--- config.mk ---
export PLATFORM = sky130hd
export DESIGN_NAME = ifmap_db_reader
export DESIGN_NICKNAME = d
export VERILOG_FILES = /design/src/rtl/ifmap_db_pkg.sv /design/src/rtl/ifmap_db_reader_skid_fifo.sv /design/src/rtl/ifmap_db_reader.sv
export SDC_FILE = /design/constraint.sdc
export NUM_CORES = 1
export LEC_CHECK = 0
export ABC_AREA = 1
export CAP_MARGIN = 20
export CELL_PAD_IN_SITES_DETAIL_PLACEMENT = 1
export CELL_PAD_IN_SITES_GLOBAL_PLACEMENT = 1
export CORE_MARGIN = 4
export CORE_UTILIZATION = 37
export DETAILED_ROUTE_END_ITERATION = 8
export GPL_TIMING_DRIVEN = 0
export PLACE_DENSITY_LB_ADDON = 0.1
export SYNTH_ARGS = -nofsm -noshare
export SYNTH_HDL_FRONTEND = slang
export SYNTH_SLANG_ARGS = --single-unit
--- constraint.sdc ---
create_clock -name clk -period 5.3 [get_ports clk]
set_clock_uncertainty 0.15 [all_clocks]
set_input_delay 1.06 -clock clk [delete_from_list [all_inputs] [get_ports clk]]
set_output_delay 1.06 -clock clk [all_outputs]
set_load 0.01 [all_outputs]
--- src/rtl/ifmap_db_pkg.sv ---
// Shared types for the ifmap double-buffer read side: FSM encoding and
// counter-width helpers used by ifmap_db_reader.
package ifmap_db_pkg;

    typedef enum logic [1:0] {
        ST_IDLE,
        ST_SWITCH,
        ST_READ,
        ST_DRAIN
    } state_t;

    localparam int FIFO_DEPTH = 2;

    // Pass counter must hold NUM_PASSES itself once the final pass completes.
    function automatic int pass_width(input int num_passes);
        return $clog2(num_passes + 1);
    endfunction

endpackage

--- src/rtl/ifmap_db_reader_skid_fifo.sv ---
// Two-entry skid FIFO absorbing the one-cycle read latency of the double
// buffer; the head register drives the streamed output word directly.
module db_rd_skid_fifo #(
    parameter int DATA_WIDTH = 64
) (
    input  logic                  clk,
    input  logic                  rst_n,
    input  logic                  push,
    input  logic [DATA_WIDTH-1:0] din,
    input  logic                  pop,
    output logic [1:0]            count,
    output logic [DATA_WIDTH-1:0] head
);

    logic [DATA_WIDTH-1:0] tail;

    // NOTE: sequential state uses non-blocking assignments so every flop samples pre-edge values.
    always_ff @(posedge clk) begin
        if (rst_n) begin
            count <= 2'd0;
        end else begin
            case ({push, pop})
                2'b10:   count <= count + 2'd1;
                2'b01:   count <= count - 2'd1;
                default: count <= count;
            endcase
        end
    end

    // NOTE: head is reset so the output word reads 0 after reset; tail is gated by count and needs none.
    always_ff @(posedge clk) begin
        if (rst_n) begin
            head <= '0;
        end else if (pop) begin
            head <= (count == 2'd2) ? tail : din;
        end else if (push && count == 2'd0) begin
            head <= din;
        end
    end

    always_ff @(posedge clk) begin
        if (push && (count == 2'd2 || (count == 2'd1 && !pop))) begin
            tail <= din;
        end
    end

endmodule

--- src/rtl/ifmap_db_reader.sv ---
// Read-side controller for the ifmap double buffer: owns the bank swap and
// streams the read bank NUM_PASSES times over a valid/ready output.
module ifmap_db_reader
    import ifmap_db_pkg::*;
#(
    parameter int DATA_WIDTH      = 64,
    parameter int BANK_ADDR_WIDTH = 9,
    parameter int BANK_DEPTH      = 200,
    parameter int NUM_WORDS       = 200,
    parameter int NUM_PASSES      = 2
) (
    input  logic                       clk,
    input  logic                       rst_n,
    input  logic                       fill_done,
    output logic                       wr_bank_free,
    output logic                       switch_banks,
    output logic                       ren,
    output logic [BANK_ADDR_WIDTH-1:0] radr,
    input  logic [DATA_WIDTH-1:0]      rdata,
    output logic                       out_valid,
    input  logic                       out_ready,
    output logic [DATA_WIDTH-1:0]      out_data,
    output logic                       busy,
    output logic                       fill_overrun
);

    localparam int PASS_W = pass_width(NUM_PASSES);
    localparam logic [BANK_ADDR_WIDTH-1:0] LAST_ADDR = BANK_ADDR_WIDTH'(NUM_WORDS - 1);
    localparam logic [PASS_W-1:0]          LAST_PASS = PASS_W'(NUM_PASSES - 1);

    state_t                     state;
    logic [BANK_ADDR_WIDTH-1:0] addr;
    logic [PASS_W-1:0]          pass;
    logic                       fill_pending;
    logic                       rd_pend;
    logic [1:0]                 fifo_count;
    logic                       pop;
    logic [2:0]                 occ_after_pop;

    // A read is issued only if its word is guaranteed a FIFO slot when it lands.
    assign pop           = out_valid & out_ready;
    assign occ_after_pop = {1'b0, fifo_count} + {2'b00, rd_pend} - {2'b00, pop};
    assign ren           = (state == ST_READ) && (occ_after_pop < 3'(FIFO_DEPTH));

    assign radr          = addr;
    assign switch_banks  = (state == ST_SWITCH);
    assign wr_bank_free  = !fill_pending;
    assign out_valid     = (fifo_count != 2'd0);
    assign busy          = (state != ST_IDLE) || (fifo_count != 2'd0) || rd_pend;

    always_ff @(posedge clk) begin
        if (rst_n) begin
            state        <= ST_IDLE;
            addr         <= '0;
            pass         <= '0;
            rd_pend      <= 1'b0;
            fill_pending <= 1'b0;
            fill_overrun <= 1'b0;
        end else begin
            rd_pend <= ren;

            // A fill landing in the SWITCH cycle targets the bank just freed.
            if (fill_done && fill_pending && state != ST_SWITCH) begin
                fill_overrun <= 1'b1;
            end
            if (fill_done) begin
                fill_pending <= 1'b1;
            end else if (state == ST_SWITCH) begin
                fill_pending <= 1'b0;
            end

            case (state)
                ST_IDLE: begin
                    if (fill_pending) begin
                        state <= ST_SWITCH;
                    end
                end
                ST_SWITCH: begin
                    addr  <= '0;
                    pass  <= '0;
                    state <= ST_READ;
                end
                ST_READ: begin
                    if (ren) begin
                        if (addr == LAST_ADDR) begin
                            addr <= '0;
                            pass <= pass + 1'b1;
                            if (pass == LAST_PASS) begin
                                state <= ST_DRAIN;
                            end
                        end else begin
                            addr <= addr + 1'b1;
                        end
                    end
                end
                ST_DRAIN: begin
                    if (!rd_pend && fifo_count == 2'd0) begin
                        state <= ST_IDLE;
                    end
                end
                default: state <= ST_IDLE;
            endcase
        end
    end

    db_rd_skid_fifo #(
        .DATA_WIDTH (DATA_WIDTH)
    ) u_skid_fifo (
        .clk   (clk),
        .rst_n (rst_n),
        .push  (rd_pend),
        .din   (rdata),
        .pop   (pop),
        .count (fifo_count),
        .head  (out_data)
    );

endmodule

# Word-level counts from Yosys, hierarchy flattened
# Index checks and enable logic that the tools add are counted.
op_classes:
  magnitude_cmp: 1
  reduce_logical: 24
  mux: 18
  bitwise: 1
  eq_ne: 15
  add_sub_neg: 6
ops:
  columns: ["operator", "n"]
  rows:
  - ["two-way mux 64 bit", 3]
  - ["two-way mux 9 bit", 2]
  - ["case mux 9 bit (2 select lines)", 1]
  - ["two-way mux 2 bit", 7]
  - ["nonzero test 2 bit", 6]
  - ["adder 9 x 1 -> 9 bit, second input constant", 1]
  - ["equality test 9 x 8 -> 1 bit, second input constant", 1]
  - ["equality test 2 x 1 -> 1 bit, second input constant", 4]
  - ["equality test 2 bit, second input constant", 4]
  - ["case mux 2 bit (2 select lines)", 2]
  - ["case mux 2 bit (4 select lines)", 1]
  - ["logical AND 1 bit", 7]
  - ["inequality test 2 x 1 -> 1 bit, second input constant", 3]
  - ["inequality test 2 bit, second input constant", 3]
  - ["AND reduction 5 bit", 1]
  - ["adder 2 x 1 -> 2 bit, second input constant", 2]
  - ["logical NOT 2 bit", 2]
  - ["adder 2 x 1 -> 3 bit", 1]
  - ["logical NOT 1 bit", 3]
  - ["logical OR 1 bit", 3]
  - ["< comparator 3 x 2 -> 1 bit, second input constant", 1]
  - ["AND reduction 3 bit", 1]
  - ["subtractor 3 x 1 -> 3 bit", 1]
  - ["two-way mux 1 bit", 2]
  - ["other kinds (3)", 3]
word_totals:
  out_inout_bits: 79
  word_cells: 74
  reg_bits: 146
  in_bits: 68

# Logic depth before layout (Yosys ltp)
depth:
  word_depth: 7
  mapped_depth: 15

# Modules after synthesis
# A second synthesis with hierarchy kept.
unflattened:
  hier_cells: 871
  area_unflattened_um2: 7010.5
modules_own_cells:
  columns: ["module", "area_each_um2", "instances", "cells_each"]
  rows:
  - ["db_rd_skid_fifo", 6018.3, 1, 721]
  - ["ifmap_db_reader", 992.2, 1, 150]

# Least setup slack after synthesis
# OpenSTA, ideal clock, no wires.
synth_path:
  path_type: "input to register"
  startpoint: "input port out_ready"
  endpoint: "register u_skid_fifo.tail[0], enable pin"
  t_required_ps: 4663
  cell_stages: 3
  arrival_ps: 3904
  setup_slack_ps: 759
  setup_time_ps: 487
  n_path_buf: 0
  path_cell_list: "nand2_2 -> a21oi_1 -> nor2_1"
synth_between:
  elab_chain_len: 5
synth_rtl:
  columns: ["item", "line_no", "text"]
  rows:
  - ["from (decl)", "ifmap_db_reader.sv:21", "input logic out_ready,"]
  - ["AND 1 bit", "ifmap_db_reader.sv:41", "assign pop = out_valid & out_ready;"]
  - ["logical NOT 1 bit", "ifmap_db_reader_skid_fifo.sv:42", "if (push && (count == 2'd2 || (count == 2'd1 && !pop))) begin"]
  - ["logical AND 1 bit", "ifmap_db_reader_skid_fifo.sv:42", null]
  - ["logical OR 1 bit", "ifmap_db_reader_skid_fifo.sv:42", null]
  - ["logical AND 1 bit", "ifmap_db_reader_skid_fifo.sv:42", null]
  - ["to (signal assigned)", "ifmap_db_reader_skid_fifo.sv:43", "tail <= din;"]
  - ["to (decl)", "ifmap_db_reader_skid_fifo.sv:15", "logic [DATA_WIDTH-1:0] tail;"]
# No other way between the ends.
# A chain may end at the register's enable or synchronous reset.

# Final worst setup path
layout_path:
  startpoint: "input port out_ready"
  endpoint: "output port ren"
layout_between:
  elab_chain_len: 4
layout_rtl:
  columns: ["item", "line_no", "text"]
  rows:
  - ["AND 1 bit", "ifmap_db_reader.sv:41", null]
  - ["subtractor 3 x 1 -> 3 bit", "ifmap_db_reader.sv:42", "assign occ_after_pop = {1'b0, fifo_count} + {2'b00, rd_pend} - {2'b00, pop};"]
  - ["< comparator 3 x 2 -> 1 bit", "ifmap_db_reader.sv:43", "assign ren = (state == ST_READ) && (occ_after_pop < 3'(FIFO_DEPTH));"]
  - ["logical AND 1 bit", "ifmap_db_reader.sv:43", null]
  - ["to (decl)", "ifmap_db_reader.sv:17", "output logic ren,"]
# No other way between the ends.

==> run metrics <==
TritonCTS clock tree yes; Hold Fails Final Rpt 0; Clock H-tree levels 4; ports placed on the boundary between 100 and 150; number of antenna violations at the first check in global routing 0; arrival time at the worst endpoint 3.27 ns; combined area of all synthesized cells between 6000 and 7000 sq um; effective utilization at floorplan 0.381; clock share of power 0.268; classification of the worst-slack hold path reg2reg; area growth from synthesis to layout 37.3%; portion of the post-synthesis area used by sequential elements 0.560; total of buffers placed on input and output ports roughly 150; overall track demand over capacity in global routing 0.191; initial detailed-routing violation count ~230; nets roughly 960; RSZ-0062 raised after global routing false; weighted congestion reported at the end of routability-driven placement 0.792; placed instance count around 1,100; number of vias per cell ~4.9; Crit Path Max Fanout 5; number of sinks driven by the clock tree around 150; number of unique standard cell types used by synthesis 25; leading post-synthesis cells by cell area edfxtp_1 (30%), dfxtp_1 (26%), inv_1 (8.9%); portion of synthesized cell area occupied by the leading cell type 0.302; number of max-cap violations 0; count of hold-fix buffers inserted at cts 0; result of the run completed; buffer cell driving the clock tree root clkbuf_16; count leader, synth inv_1; FMAX 223 MHz; worst reg2reg setup slack between 2 and 3 ns; Static Leak slightly below 4 nW; post-layout instance count excluding filler cells approximately 1,100; Post-CTS Repair Setup Buffers 0; drc violations 0; number of register bits inferred by synthesis 146; syn nets between 700 and 800; post-DR wirelength/cell roughly 17 um; leftover overflow at the end of global routing 0; post-detailed-route count of antenna-violating nets 0; average instance area after synthesis around 9.0 sq um; largest net degree at the start of global routing 25; number of cell rows 47; total count of max-transition violations in the final report 0; Placement Setup Slack about 0.79 ns; horizontal die dimension around 140 um; total number of vias ~5,400; HPWL Detailed between 10,000 and 15,000 um; Die ar. ~19,000 sq um; post-route worst setup slack roughly 0.8 ns; worst vdd ir 0.251 mV; n_diodes 0; WL final roughly 18,000 um; final critical delay including setup and external delays about 4.5 ns; Combinational Power Share 0.367; predominant post-synthesis flop cell dfxtp_1; min-delay src fill_overrun$_SDFFE_PP0P_; Reg power frac 0.365; end-of-flow core utilization 0.523; number of synthesized flops with an enable pin 64; number of buffers inserted during clock tree synthesis 17; filler cell count between 1,500 and 2,000; max_slew headroom 0.502; iteration count of the initial detailed-routing pass 4; total power per unit cell area 511 nW/um^2; clock latency reported for the late side of the worst-skew pair about 0.41 ns; fraction of layout cells with a size suffix above 1 0.0732; beginning of the critical path out_ready; post-route cell area 8740 sq um; cell types with the highest counts after synthesis inv_1 (151), nor2_1 (88), dfxtp_1 (82), a21oi_1 (79), o21ai_0 (70); placed cell areas approximately 8200 sq um; critical path required time 4.09 ns; switching power between 1 and 1.5 mW; Critical Setup Path Class in2out; part of the cycle the worst path needs 0.846; total of endpoints with negative setup slack in the final report 0; Total Neg Setup Slack 0 ns; cell count after synthesis 710; top cell type by total area after synthesis edfxtp_1; asr flop ratio synth 0; element type at the critical path start primary input; startpoint of the worst-slack reg-to-reg timing path u_skid_fifo.count[0]$_SDFFE_PP0P_; crit path capture type primary output; die boundary height about 140 um; wire length of the first global-routing pass between 20,000 and 30,000 um; switching share of power 0.325; Synth warnings 0; Clock Pin Slew Worst Setup and Hold Paths around 0.06 ns; Tightest Pin Transition approximately 0.74 ns; number of cells upsized or downsized after cts 0; Std-Cell Core Area around 17,000 sq um; internal power 3.01 mW; number of global-route vias before repair about 6,000; Max clock buf depth 2
[flip-flops by register name (all words and copies together), names as in the netlist]
| register | count |
|---|---|
| fill_overrun | 1 |
| fill_pending | 1 |
| pass | 2 |
| radr | 9 |
| rd_pend | 1 |
| state | 2 |
| u_skid_fifo.count | 2 |
| u_skid_fifo.head | 64 |
| u_skid_fifo.tail | 64 |
[routing by layer]
metal  up-vias  share of wire  track usage
li1       2609              -            -
met1      2641           0.44        0.230
met2       109           0.51        0.341
met3        21          0.037       0.0469
met4         0          0.014       0.0536
met5         -              0            0
[power groups by stage]
| stage | Combinational, mW | Sequential [mW] | Clock (mW) |
|---|---|---|---|
| detailed placement | 1.65 | 1.65 | 0 |
| global placement | 1.57 | 1.64 | 0 |
| CTS | 1.67 | 1.63 | 1.22 |
| global route | 1.81 | 1.66 | 1.28 |
| finish | 1.64 | 1.63 | 1.20 |
| floorplan | 0.701 | 1.73 | 0 |
[worst max-delay path, stage by stage]
cell,delay (ns)
clkdlybuf4s50_1,0.53
nand2_2,0.12
o21ai_0,0.17
a21oi_1,0.07
fa_1,0.44
inv_1,0.08
nand4_1,0.14
inv_1,0.12
clkdlybuf4s50_1,0.54
[cell families (layout without fill, tap and decap cells)]
| logic type | count (synthesis) | after routing | share of synthesized area |
|---|---|---|---|
| AOI/OAI and AO/OA | 216 | 216 | 0.196 |
| buffers and inverters | 190 | 368 | 0.126 |
| DFF | 146 | 146 | 0.560 |
| and+or+nand+nor | 145 | 145 | 0.0924 |
| adders and majority gates | 12 | 12 | 0.0248 |
| xor gates and xnor gates | 1 | 1 | 0.00138 |
[area by class of cell]
cell class	instances	area [sq um]	share of cell area
Buffer	35	219	0.0251
Clock buffer	20	447	0.0511
Clock inverter	10	136	0.0156
Inverter	155	582	0.0666
Multi-Input combinational cell	374	2010	0.230
Sequential cell	146	3560	0.408
Tap cell	220	275	0.0315
Timing Repair Buffer	148	1510	0.173
[per-stage QoR]
| step | power (mW) | hold slack, ns |
|---|---|---|
| after floorplan | 2.43 | 0.297 |
| after global placement | 3.21 | 0.311 |
| after detailed placement | 3.30 | 0.319 |
| after CTS | 4.53 | 0.333 |
| after global routing | 4.76 | 0.375 |
| final | 4.47 | 0.325 |
[cell usage in the layout, fill, tap and decap left out, types with 11 or more instances in the layout]
| master | Yosys | final |
|---|---|---|
| a21oi_1 | 79 | 79 |
| buf_2 | 16 | 16 |
| clkbuf_16 | 0 | 17 |
| clkdlybuf4s50_1 | 0 | 146 |
| dfxtp_1 | 82 | 82 |
| edfxtp_1 | 64 | 64 |
| ha_1 | 11 | 11 |
| inv_1 | 151 | 151 |
| nand2_1 | 37 | 37 |
| nor2_1 | 88 | 87 |
| o21ai_0 | 70 | 70 |
| o21bai_1 | 64 | 64 |
[worst paths after layout]
check | endpoint | cells after the start
min | fill_overrun$_SDFFE_PP0P_ | 2
max | ren | 9
max reg2reg | radr[6]$_SDFFE_PP0P_ | 13
min reg2reg | fill_overrun$_SDFFE_PP0P_ | 2
No activity file was read; power rests on OpenSTA's default activity.
==> variant 1 (same settings) <==
Make the reset (`rst_n`) asynchronous in 3 clocked blocks.
--- a/src/rtl/ifmap_db_reader_skid_fifo.sv
+++ b/src/rtl/ifmap_db_reader_skid_fifo.sv
@@ -17,3 +17,3 @@
     // NOTE: sequential state uses non-blocking assignments so every flop samples pre-edge values.
-    always_ff @(posedge clk) begin
+    always_ff @(posedge clk or posedge rst_n) begin
         if (rst_n) begin
@@ -30,3 +30,3 @@
     // NOTE: head is reset so the output word reads 0 after reset; tail is gated by count and needs none.
-    always_ff @(posedge clk) begin
+    always_ff @(posedge clk or posedge rst_n) begin
         if (rst_n) begin
--- a/src/rtl/ifmap_db_reader.sv
+++ b/src/rtl/ifmap_db_reader.sv
@@ -50,3 +50,3 @@
 
-    always_ff @(posedge clk) begin
+    always_ff @(posedge clk or posedge rst_n) begin
         if (rst_n) begin
Check against the original RTL: differs if rst_n is asserted again (counterexample within 4 cycles, from zero or initial values and one cycle with rst_n high); with rst_n held inactive, the same outputs for 10 cycles.
==> variant 1 against the original RTL <==
Global-route usage is 1.3 points higher; synthesized cell count is 19% lower; cell area is 1.8% lower; via count is 6.6% lower; sequential cell count stayed put; count of clock-buffer cells in the layout is 3 higher; register-to-register slack worse by 0.38 ns; core utilization is 1.1 points higher; worst setup slack worse by 0.41 ns; critical path depth is 1 higher; largest power group unchanged; total power is 16% higher; area after synthesis is 3.8% lower; routed wire length is 0.83% lower.
==> variant 1: results (changes against the original RTL) <==
* Internal power of the cells at 3.38 mW (+12%)
* Yosys Warn Count at 0 (unchanged)
* Power consumed by combinational cells at 2.01 mW (+23%)
* Fraction of final layout cells sized beyond drive strength 1 at 7.92% (+0.60 points)
* Final #Nets at 825 (-14%)
* Number of instances in the placed design at 942 (-13%)
* # Post-CTS Setup Buffers at 0 (unchanged)
* Number of nets still failing antenna checks after routing at 0 (unchanged)
* Power in sequential cells at 1.83 mW (+12%)
* Signal arrival time at the worst endpoint at 3.68 ns (+0.41 ns)
* First-pass GRT wire length at 29800 um (-0.71%)
* Crit path largest cell delay at 0.56 ns (+0.02 ns)
* Top post-synthesis cells by area: dfrtp_1 (34%), edfxtp_1 (31%), nand2_1 (6.9%)
* Aggregate routed wire length at 18200 um (-0.83%)
* Vias per Instance at 5.16 (+6.3%)
* Final GP Congestion at 0.795 (+0.40%)
* IR Drop Worst-Case VDD at 0.250 mV (-0.48%)
* Final cell count without fillers at 974 (-12%)
* Number of global-route vias before repair at 5629 (-5.5%)
* Area of placed instances at 7930 um2 (-2.8%)
* Relative slew margins at 60.0% (+9.7 points)
* Async S/R FF share, synth at 56.2% (+56 points)
* Initial antenna violation count at 0 (unchanged)
* # resized after CTS at 0 (unchanged)
* Clock transition time at the flip-flop clock pins of the worst setup and hold paths at 0.06 ns (about the same)
* Worst hold path type: flop to flop
* Max Fanout on Critical Path at 10 (+5)
* Post-synthesis cell count at 577 (-19%)
* Half-perimeter wire length after detailed placement at 12800 um (-3.0%)
* DRT iter0 DRCs at 234 (+2.6%)
* Share of synthesized area occupied by flip-flops and latches at 64.9% (+8.9 points)
* Leading cell types by count after synthesis: nand2_1 (113), dfrtp_1 (82), nand3_1 (75), nor2_1 (75)
* Largest net degree at the start of global routing at 43 (+72%)
* Post-Syn Nets at 657 (-17%)
* Distinct cell type count after synthesis at 26 (+4.0%)
* Run status: complete, no violations
* Leak pwr at 3.47 nW (-11%)
* DP Worst Slack at 0.380 ns (-0.407 ns)
* Fill cell instance count of the final layout at 1715 (-12%)
* Global-route usage over all layers at 20.4% (+1.3 points)
-- variant 1: per-stage QoR --
stage	hold WS, ns	util, %	total power, mW
6_report	0.344	53.5	5.18
5_1_grt	0.382	53.5	5.52
4_1_cts	0.345	53.5	5.26
3_5_place_dp	0.320	49.4	3.90
3_3_place_gp	0.313	48.9	3.79
2_1_floorplan	0.303	-	2.84
-- variant 1: per-layer routing --
metal / vias up / track usage (%) / share of wire (%)
met2: 149 / 34.3 / 50
li1: 2346 / - / -
met3: 26 / 5.66 / 5.1
met5: - / 0 / 0
met1: 2505 / 25.7 / 43
met4: 0 / 6.49 / 2.1
-- variant 1: worst paths after layout --
check	from	slack, ns	to	cells after the start
worst max-delay path	out_ready	0.41	ren	10
worst min-delay path	fill_overrun	0.34	fill_overrun	1
worst max register to register	u_skid_fifo.count[0]	2.24	radr[0]	12
worst min register to register	fill_overrun	0.34	fill_overrun	1
max in group asynchronous	rst_n	3.46	u_skid_fifo.head[12]	3
min in group asynchronous	rst_n	0.92	u_skid_fifo.head[51]	2
-- variant 1: kinds of logic (layout without fill, tap and decap cells) --
kind of cell	Yosys count	in the layout	share of synthesized area, %
adder cells (fa/ha/maj)	12	12	2.57
XOR/XNOR	6	6	0.858
buffers and inverters	60	241	4.97
AND/OR/NAND/NOR	276	276	19.0
flip-flops	146	146	64.9
AO/OA/AOI/OAI	77	77	7.72
-- variant 1: layout make-up --
| type | count | share of cell area (%) |
|---|---|---|
| Timing Repair Buffer | 149 | 17.8 |
| Clock inverter | 9 | 2.05 |
| Inverter | 23 | 1.03 |
| Multi-Input combinational cell | 371 | 21.6 |
| Buffer | 37 | 2.54 |
| Clock buffer | 23 | 5.57 |
| Tap cell | 216 | 3.15 |
| Sequential cell | 146 | 46.3 |
==> variant 2 (same flow settings) <==
Without the edit above. Set the parameter `NUM_WORDS` to 100 (it was 200).
--- a/src/rtl/ifmap_db_reader.sv
+++ b/src/rtl/ifmap_db_reader.sv
@@ -8,3 +8,3 @@
     parameter int BANK_DEPTH      = 200,
-    parameter int NUM_WORDS       = 200,
+    parameter int NUM_WORDS       = 100,
     parameter int NUM_PASSES      = 2
Formal check against the unedited RTL: no difference found for any inputs over 10 cycles, from zero or initial values and one cycle with rst_n high; that may be too few to reach the edited logic, so the function may still have changed.
==> variant 2 against the original RTL <==
Sequential cell count is the same; non-clock buffer count is 1 higher; final cell count grew 0.54%; cell area rose by 2.7%; routed wire length rose by 2.1%; global-route usage up 0.48 points; first-iteration DRC count fell by 20%; area after synthesis increased by 2.2%; synthesized cell count fell by 0.14%; worst setup slack better by 0.010 ns; worst hold slack worse by 0.0031 ns; total power rose by 2.7%; largest power group is now registers.
==> variant 2: results (changes against the original RTL) <==
* Run status: complete, no violations
* Xor/xnor share of the synthesized area at 0.269% (+0.13 points)
* Proportion of total power due to net switching at 32.0% (-0.50 points)
* Leading cell types by count after synthesis: inv_1 (150), dfxtp_1 (82), a21oi_1 (78)
* Setup slack after layout at 0.826 ns (+0.0104 ns)
* Max Fanout on Critical Path at 5 (unchanged)
* Met3 routing resource usage after global routing at 5.39% (+0.70 points)
* Final cell count without fillers at 1114 (+0.54%)
* Distinct cell type count after synthesis at 29 (+16%)
* Hold_ws at 0.322 ns (-0.00313 ns)
* First-pass GRT wire length at 30700 um (+2.5%)
* Area of placed instances at 8330 um2 (+2.1%)
* Fraction of final layout cells sized beyond drive strength 1 at 13.5% (+6.2 points)
* Top post-synthesis cells by area: edfxtp_1 (30%), dfxtp_1 (25%), inv_1 (8.7%)
* Power dissipated in the clock network at 1.32 mW (+10%)
* Count of buffers inserted at the top-level ports at 145 (-0.68%)
* Half-perimeter wire length after detailed placement at 13600 um (+3.1%)
* Final #Nets at 956 (-0.10%)
* Vias per Instance at 4.83 (-0.56%)
* Largest net degree at the start of global routing at 19 (-24%)
* IR Drop Worst-Case VDD at 0.249 mV (-1.0%)
* Number of global-route vias before repair at 6016 (+1.0%)
* Initial antenna violation count at 0 (unchanged)
* Signal arrival time at the worst endpoint at 3.26 ns (about the same)
* Post-Syn Nets at 789 (-0.13%)
* Synth Area in Compound Gates at 18.9% (-0.66 points)
* Global-route usage over all layers at 19.6% (+0.48 points)
* Worst setup slack for register-to-register paths at 2.56 ns (-0.06 ns)
* Final GP Congestion at 0.800 (+1.1%)
* DRT iter0 DRCs at 182 (-20%)
* Least-Margin Pin Slew at 0.584 ns (-0.161 ns)
* Syn_area_per_cell at 9.17 um2 (+2.3%)
* Aggregate routed wire length at 18800 um (+2.1%)
* Area share of fa/ha/maj cells after synthesis at 2.42% (-0.052 points)
* FF-to-FF End: pass[1]
[variant 2: stage by stage]
stage | total power [mW] | TNS [ns]
floorplan | 2.43 | 0
global placement | 3.21 | -96.02
detailed placement | 3.30 | 0
CTS | 4.66 | 0
global route | 4.88 | 0
finish | 4.59 | 0
[variant 2: layout make-up]
class	count	area, um2
plain buffers	36	233
clock buffers	21	450
clock inverters	11	201
fillers	1999	8260
inverters	155	582
multi-input cells	372	2130
flip-flops and latches	146	3560
well taps	225	282
repair buffers	148	1530
[variant 2: how the worst min path moves through the flow]
| stage | cells past startpoint | from | end |
|---|---|---|---|
| finish | 2 | fill_overrun | fill_overrun |
| CTS | 2 | fill_overrun | fill_overrun |
| global placement | 2 | fill_overrun | fill_overrun |
| floorplan | 2 | pass[1] | pass[1] |
| global route | 2 | pass[1] | pass[1] |
| detailed placement | 2 | fill_overrun | fill_overrun |
[variant 2: per-layer routing]
layer	routed length (um)	share of wire, %
met5	0	0
met4	239	1.3
met3	873	4.7
met2	9690	52
met1	7960	42
